## config.mk

```make
export PLATFORM = sky130hd
export DESIGN_NAME = pc_sequencer
export DESIGN_NICKNAME = d
export VERILOG_FILES = /design/src/rtl/cpu_pkg.sv /design/src/rtl/pc_next_calc.sv /design/src/rtl/pc_sequencer.sv
export SDC_FILE = /design/constraint.sdc
export NUM_CORES = 1
export LEC_CHECK = 0
export CAP_MARGIN = 30
export CORE_MARGIN = 3
export CORE_UTILIZATION = 40
export DETAILED_ROUTE_END_ITERATION = 8
export PLACE_DENSITY = 0.8
export RECOVER_POWER = 50
export SLEW_MARGIN = 15
export SYNTH_ARGS = -nofsm -noshare
export SYNTH_HDL_FRONTEND = slang
export SYNTH_SLANG_ARGS = --single-unit
```

## constraint.sdc

```tcl
create_clock -name clk -period 2.2 [get_ports clk]
set_clock_uncertainty 0.05 [all_clocks]
set_input_delay 0.44 -clock clk [delete_from_list [all_inputs] [get_ports clk]]
set_output_delay 0.44 -clock clk [all_outputs]
set_load 0.05 [all_outputs]
```

## src/rtl/cpu_pkg.sv

```systemverilog
// Shared types for the fetch front end: sequencer state encoding and PC type.
package cpu_pkg;

  typedef enum logic [1:0] {
    IDLE   = 2'd0,
    RUN    = 2'd1,
    HALTED = 2'd2
  } seq_state_t;

  localparam int PC_W_DEFAULT = 8;

  typedef logic [PC_W_DEFAULT-1:0] pc_t;

endpackage

```

## src/rtl/pc_next_calc.sv

```systemverilog
// Combinational next-PC selection for a running sequencer.
// Priority: stall > jump > branch > sequential.
module pc_next_calc #(
  parameter int PC_W = 8
) (
  input  logic [PC_W-1:0] pc,
  input  logic            stall,
  input  logic            jump,
  input  logic [PC_W-1:0] jump_target,
  input  logic            branch_taken,
  input  logic [PC_W-1:0] branch_offset,
  output logic [PC_W-1:0] next_pc,
  output logic            advance
);

  always_comb begin
    next_pc = pc;
    advance = 1'b0;
    if (stall) begin
      next_pc = pc;
      advance = 1'b0;
    end else if (jump) begin
      next_pc = jump_target;
      advance = 1'b1;
    end else if (branch_taken) begin
      // Same-width add of a two's-complement offset wraps modulo 2^PC_W.
      next_pc = pc + branch_offset;
      advance = 1'b1;
    end else begin
      next_pc = pc + 1'b1;
      advance = 1'b1;
    end
  end

endmodule

```

## src/rtl/pc_sequencer.sv

```systemverilog
// Program-counter sequencer with IDLE/RUN/HALTED lifecycle, done pulse and
// saturating retired-instruction counter. All outputs come straight from flops.
module pc_sequencer
  import cpu_pkg::*;
#(
  parameter int              PC_W       = 8,
  parameter logic [PC_W-1:0] START_ADDR = '0,
  parameter int              CNT_W      = 16
) (
  input  logic             clk,
  input  logic             reset,
  input  logic             start,
  input  logic             halt,
  input  logic             stall,
  input  logic             branch_taken,
  input  logic [PC_W-1:0]  branch_offset,
  input  logic             jump,
  input  logic [PC_W-1:0]  jump_target,
  output logic [PC_W-1:0]  pc,
  output logic             pc_valid,
  output logic             busy,
  output logic             done,
  output logic [CNT_W-1:0] retired
);

  seq_state_t       state_q;
  logic [PC_W-1:0]  pc_q;
  logic             run_q;
  logic             done_q;
  logic [CNT_W-1:0] retired_q;
  logic [CNT_W-1:0] retired_d;
  logic [PC_W-1:0]  next_pc;
  logic             advance;

  pc_next_calc #(
    .PC_W(PC_W)
  ) u_next (
    .pc           (pc_q),
    .stall        (stall),
    .jump         (jump),
    .jump_target  (jump_target),
    .branch_taken (branch_taken),
    .branch_offset(branch_offset),
    .next_pc      (next_pc),
    .advance      (advance)
  );

  // Counter sticks at all-ones instead of wrapping.
  assign retired_d = (advance && (retired_q != {CNT_W{1'b1}})) ? retired_q + 1'b1 : retired_q;

  always_ff @(posedge clk or negedge reset) begin
    if (!reset) begin
      state_q   <= IDLE;
      pc_q      <= START_ADDR;
      run_q     <= 1'b0;
      done_q    <= 1'b0;
      retired_q <= '0;
    end else begin
      done_q <= 1'b0;
      case (state_q)
        IDLE, HALTED: begin
          if (start) begin
            state_q   <= RUN;
            run_q     <= 1'b1;
            pc_q      <= START_ADDR;
            retired_q <= '0;
          end
        end
        RUN: begin
          if (halt) begin
            state_q <= HALTED;
            run_q   <= 1'b0;
            done_q  <= 1'b1;
          end else begin
            pc_q      <= next_pc;
            retired_q <= retired_d;
          end
        end
        default: begin
          state_q <= IDLE;
          run_q   <= 1'b0;
        end
      endcase
    end
  end

  assign pc       = pc_q;
  assign pc_valid = run_q;
  assign busy     = run_q;
  assign done     = done_q;
  assign retired  = retired_q;

endmodule

```

; After elaboration in Yosys (flattened, before gate mapping)
; Index checks and enable logic that the tools add are counted.
[totals]
word_cells = 42
regBits = 28
inputBits = 23
[classes]
n_eq_ne = 8
reduce_logical = 7
add_sub_neg = 3
muxes = 19
[op_table]
columns = cell, n
row1 = $mux 16, 3
row2 = $mux 8, 5
row3 = $pmux 16 s2, 1
row4 = $add 16x1->16 const B, 1
row5 = $ne 16x16->1 const B, 1
row6 = $pmux 8 s2, 1
row7 = $ne 2x2->1 const B, 5
row8 = $add 8x1->8 const B, 1
row9 = $add 8x8->8, 1
row10 = $reduce_and 4->1, 2
row11 = $mux 1, 5
row12 = $mux 2, 2
row13 = $pmux 2 s2, 1
row14 = $eq 2x1->1 const B, 1
row15 = $eq 2x2->1 const B, 1
row16 = $logic_not 2->1, 1
row17 = $pmux 1 s2, 1
row18 = $reduce_and 2->1, 1
row19 = $reduce_bool 2->1, 1
row20 = $reduce_or 2->1, 1
row21 = $logic_and 1x1->1, 1

; Depth between registers and ports, before layout
; Gate-level depths: netlist of run 1.
[depth]
depth_word = 6
mapped_depth = 9
depth_no_buf = 9

; Hierarchy
; From an unflattened synthesis of run 1, not the netlist that was laid out.
[unflattened]
cells_unflattened = 243
area_unflattened_um2 = 2135.8
[modules_own_cells]
columns = module, area_each_um2, seq_area_each_um2, n_inst, cells_each
row1 = pc_sequencer, 1582.8, 700.7, 1, 165
row2 = pc_next_calc, 553.0, 0.0, 1, 78

; Least setup slack after synthesis of run 1
; OpenSTA, ideal clock, no wires.
[synth_path]
path_kind = register -> register
startpoint = register retired_q[0], in the netlist retired[0]
endpoint = register retired_q[0], in the netlist retired[0]
required_time_ns = 2.025
arrival_ns = 2.104
setup_time_ns = 0.125
path_slack_ns = -0.078
stages_incl_launch_ff = 6
path_cell_list = dfrtp_1 ha_1 nand3_1 or4_4 and2_1 mux2_2
[synth_between]
elab_chain_len = 4
elab_cells_between_ends = 8
cone_classes = add/sub (1) / eq/ne (2) / mux (3) / reduce/logical (2)
[synth_rtl]
columns = element, line
row1 = start: declaration, pc_sequencer.sv:30  ; logic [CNT_W-1:0] retired_q;
row2 = start signal: assignment, pc_sequencer.sv:76  ; retired_q <= retired_d;
row3 = $add 16x1->16 / $ne 16x16->1 (equally long branches), pc_sequencer.sv:49  ; assign retired_d = (advance && (retired_q != {CNT_W{1'b1}})) ? retired_q + 1'b1 : retired_q;
row4 = $mux 16 / $logic_and 1x1->1 (equally long branches), pc_sequencer.sv:49
row5 = $mux 16 / $ne 2x2->1 (equally long branches), --
row6 = $pmux 16 s2 / $reduce_and 4->1 (equally long branches), --
; Several ways; a longest one is shown, not always the timed one. The select of a mux whose other input is x is not followed.
; A chain may end at the register's enable or synchronous reset.

; Worst setup path in the final report of run 1
[layout_path]
startpoint = register retired_q[8], in the netlist retired[8]
endpoint = output retired[8]
[layout_rtl]
columns = element, line
row1 = end: declaration, pc_sequencer.sv:23  ; output logic [CNT_W-1:0] retired
; No word-level cell between the ends.

==> results of run 1 <==
==> layout make-up <==
type	count	area share (%)
clock buffers	3	1.54
clock inverters	1	1.12
well taps	50	2.34
multi-input cells	163	40.2
flip-flops and latches	28	26.3
inverters	6	0.842
repair buffers	81	27.6
==> stage by stage <==
step / setup TNS [ns] / power (mW)
final: 0 / 1.74
after global routing: 0 / 1.83
after CTS: 0 / 1.71
after detailed placement: -1.77 / 1.29
after global placement: -1.33 / 1.27
after floorplan: 0 / 1.03
==> cell usage in the layout (no fill, tap or decap), types with 3 or more instances in the layout <==
cell,netlist,layout
and2_1,7,6
inv_1,6,5
ha_1,8,7
dfrtp_1,28,25
o21ai_1,6,7
dfrtp_2,0,3
xor2_1,3,3
nor2_1,15,15
clkbuf_8,0,3
a21oi_1,9,9
or2_2,3,3
nor2b_1,4,3
nand3_1,18,18
dlygate4sd3_1,0,3
o21ai_0,20,19
nor3_1,5,5
a31oi_1,6,6
nand2_1,12,12
o211ai_1,5,5
nand4_1,8,8
clkdlybuf4s50_1,0,44
buf_4,2,26
==> state kept, by name, summed over array words and instances, names as in the netlist <==
signal	count
done	1
state_q	2
retired	16
busy	1
pc	8
==> final timing paths <==
check | startpoint | end | slack, ns | depth (start not counted)
setup reg to reg | retired[1] | retired[0] | 0.15 | 5
setup / recovery | retired[8] | retired[8] | 0.09 | 1
min in group asynchronous | reset | retired[13] | 0.66 | 2
hold / removal | retired[15] | retired[15] | 0.47 | 1
hold reg to reg | retired[15] | retired[15] | 0.47 | 1
max in group asynchronous | reset | retired[4] | 0.94 | 2
==> where the power goes <==
part / internal (mW) / switching [mW]
registers: 0.563 / 0.0503
logic: 0.306 / 0.412
clock network: 0.244 / 0.166
total: 1.11 / 0.629
==> layer usage <==
metal	global-route usage, %	part of all wire (%)	vias to the layer above	routed length, µm
met5	0	0	-	0
met2	31.8	49	34	2400
li1	-	-	922	-
met3	2.62	2.9	7	141
met1	25.2	47	914	2290
met4	5.12	1.4	0	70
==> cells by family (layout without fill, tap and decap cells) <==
| group | Yosys count | count (layout) | share of synthesized area (%) |
|---|---|---|---|
| fa+ha+maj | 9 | 9 | 6.68 |
| xor+xnor | 4 | 4 | 1.95 |
| flops | 28 | 28 | 38.9 |
| compound gates | 65 | 65 | 23.2 |
| mux | 2 | 2 | 1.18 |
| buf+inv | 14 | 91 | 3.75 |
| simple gates | 83 | 83 | 24.3 |
==> what timing repair did <==
item,4_1_cts,5_1_grt
pin swaps,2,5
gates resized for setup,6,7
endpoints found under the setup margin,2,5
hold buffers,0,0
buffers inserted,0,4
==> summary.md, run 1 <==
| Metric | Value |
|---|---|
| Sink Count | 28 |
| Max-slew headroom | 54.0% |
| Cell family with most CP delay | buffers and inverters |
| Yosys warning count | 0 |
| Final period util | 95.8% |
| Grt ovf | 0 |
| CP Capture Type | primary output |
| Overall Global Routing Usage | 18.9% |
| Root Driver | clkbuf_8 |
| Slew at the pin closest to its max-slew limit | 0.690 ns |
| DR DRC count | 0 |
| Vias | 1877 |
| Skew-Pair Late Insertion Delay | 0.28 ns |
| Diodes inserted | 0 |
| Post-DR vias/cell | 5.65 |
| Worst vdd ir | 0.575 mV |
| GP Congestion | 0.886 |
| Max stage delay cell, worst path | clkdlybuf4s50_1 |
| Final worst setup slack | a little over 0.09 ns |
| Post-route cell area | 0.00267 mm² |
| Hold WC Path Type | register to register |
| Power Density | approximately 650 mW/mm² |
| Max Clk Rate | 0.474 GHz |
| Cts bufs inserted | 3 |
| Post-Syn Area | 0.00180 mm² |
| CTS tree | built |
| Chip Width | 73.1 µm |
| Final setup viols | 0 |
| Fillers | 349 |
| Worst-path maximum fanout | 8 |
| H-Tree Level Count | 1 |
| First-pass GRT wire length | between 8000 and 9000 µm |
| Max stage delay on crit path | 0.85 ns |
| Final WL | 4900 µm |
| FF/Latch Area | 704 µm² |
| Core Util, Final | between 60% and 70% |
| Final nets | between 300 and 400 |
| Initial cell density of the core | 43.1% |
| Routed WL per cell | 14.8 µm |
| Multi-input combinational cell area | roughly 0.0011 mm² |
| Unrepaired setup endpoints after global routing | false |
| Max clock buf depth | 2 |
| Post-synthesis async set-or-reset flop share | 100% |
| Die height | about 73 µm |
| Max_cap viols | 0 |
| Initial antenna violation count | 0 |
| Status | finished, final reports clean |
| Rows | 23 |
| EDFF count, synth | 0 |
| Post-route ant nets | 0 |
| Drt initial violations | 163 |
| Hpwl dp | 3660 µm |
| Slew Limit Fails | 0 |
| Cell taking the most area after synthesis | dfrtp_1 |
| Synth top area share | between 30% and 40% |
| Critical Path AT | 1.62 ns |
| Mapped Cells | roughly 200 |
| Syn nets | 237 |
| Worst-path clk slew | 0.10 ns |
| Fin cells | approximately 330 |
| Most common cell in the netlist | dfrtp_1 |
| Hold slack | 0.467 ns |
| Tmin final | 2.11 ns |
| Place WS | -0.386 ns |
| Predominant post-synthesis flop cell | dfrtp_1 |
| DRT Pass-1 Iters | 4 |
| Crit path cell chain | clkdlybuf4s50_1 |
| Hold Vio Cnt, Final | 0 |
| Cell variety after synth | 46 |
| Vias in the first global route | 1771 |
| Share of layout cells above drive strength 1 | 18.8% |
| Post-Place Cells | 324 |
| I/O pin count | 50 |
| Area contributors post-synth | dfrtp_1 39%, ha_1 5.6%, o21ai_0 5.6% |
| Placement Cell Area | ~0.0025 mm² |
| Layout area overhead | 48.6% |
| WS Path Type | register to primary output |
| Buffer and inverter count on the worst path | 1 |
| Commonest cells in the netlist | 28 x dfrtp_1, 20 x o21ai_0, 18 x nand3_1 |
| Port Buffers | a little under 50 |
| Synth Register Bits | 28 |
| Largest net degree at the start of global routing | 29 |
| Type of origin of the critical path | register |
| Pleak | approximately 1.2 nW |
| Syn Area/Cell | around 9 µm² |
| Die area | roughly 0.0053 mm² |
| Post-synthesis sequential area ratio | between 30 and 40% |
| Core area | 0.00417 mm² |
| Worst EP required | 1.71 ns |
Note: power is estimated with default switching activity, not from simulation.
==> run 2, diff against run 1 <==
- SLEW_MARGIN: 15 -> 20
==> results of run 2 <==
Same layout as run 1: the final DEF is identical, and so are final timing and power.
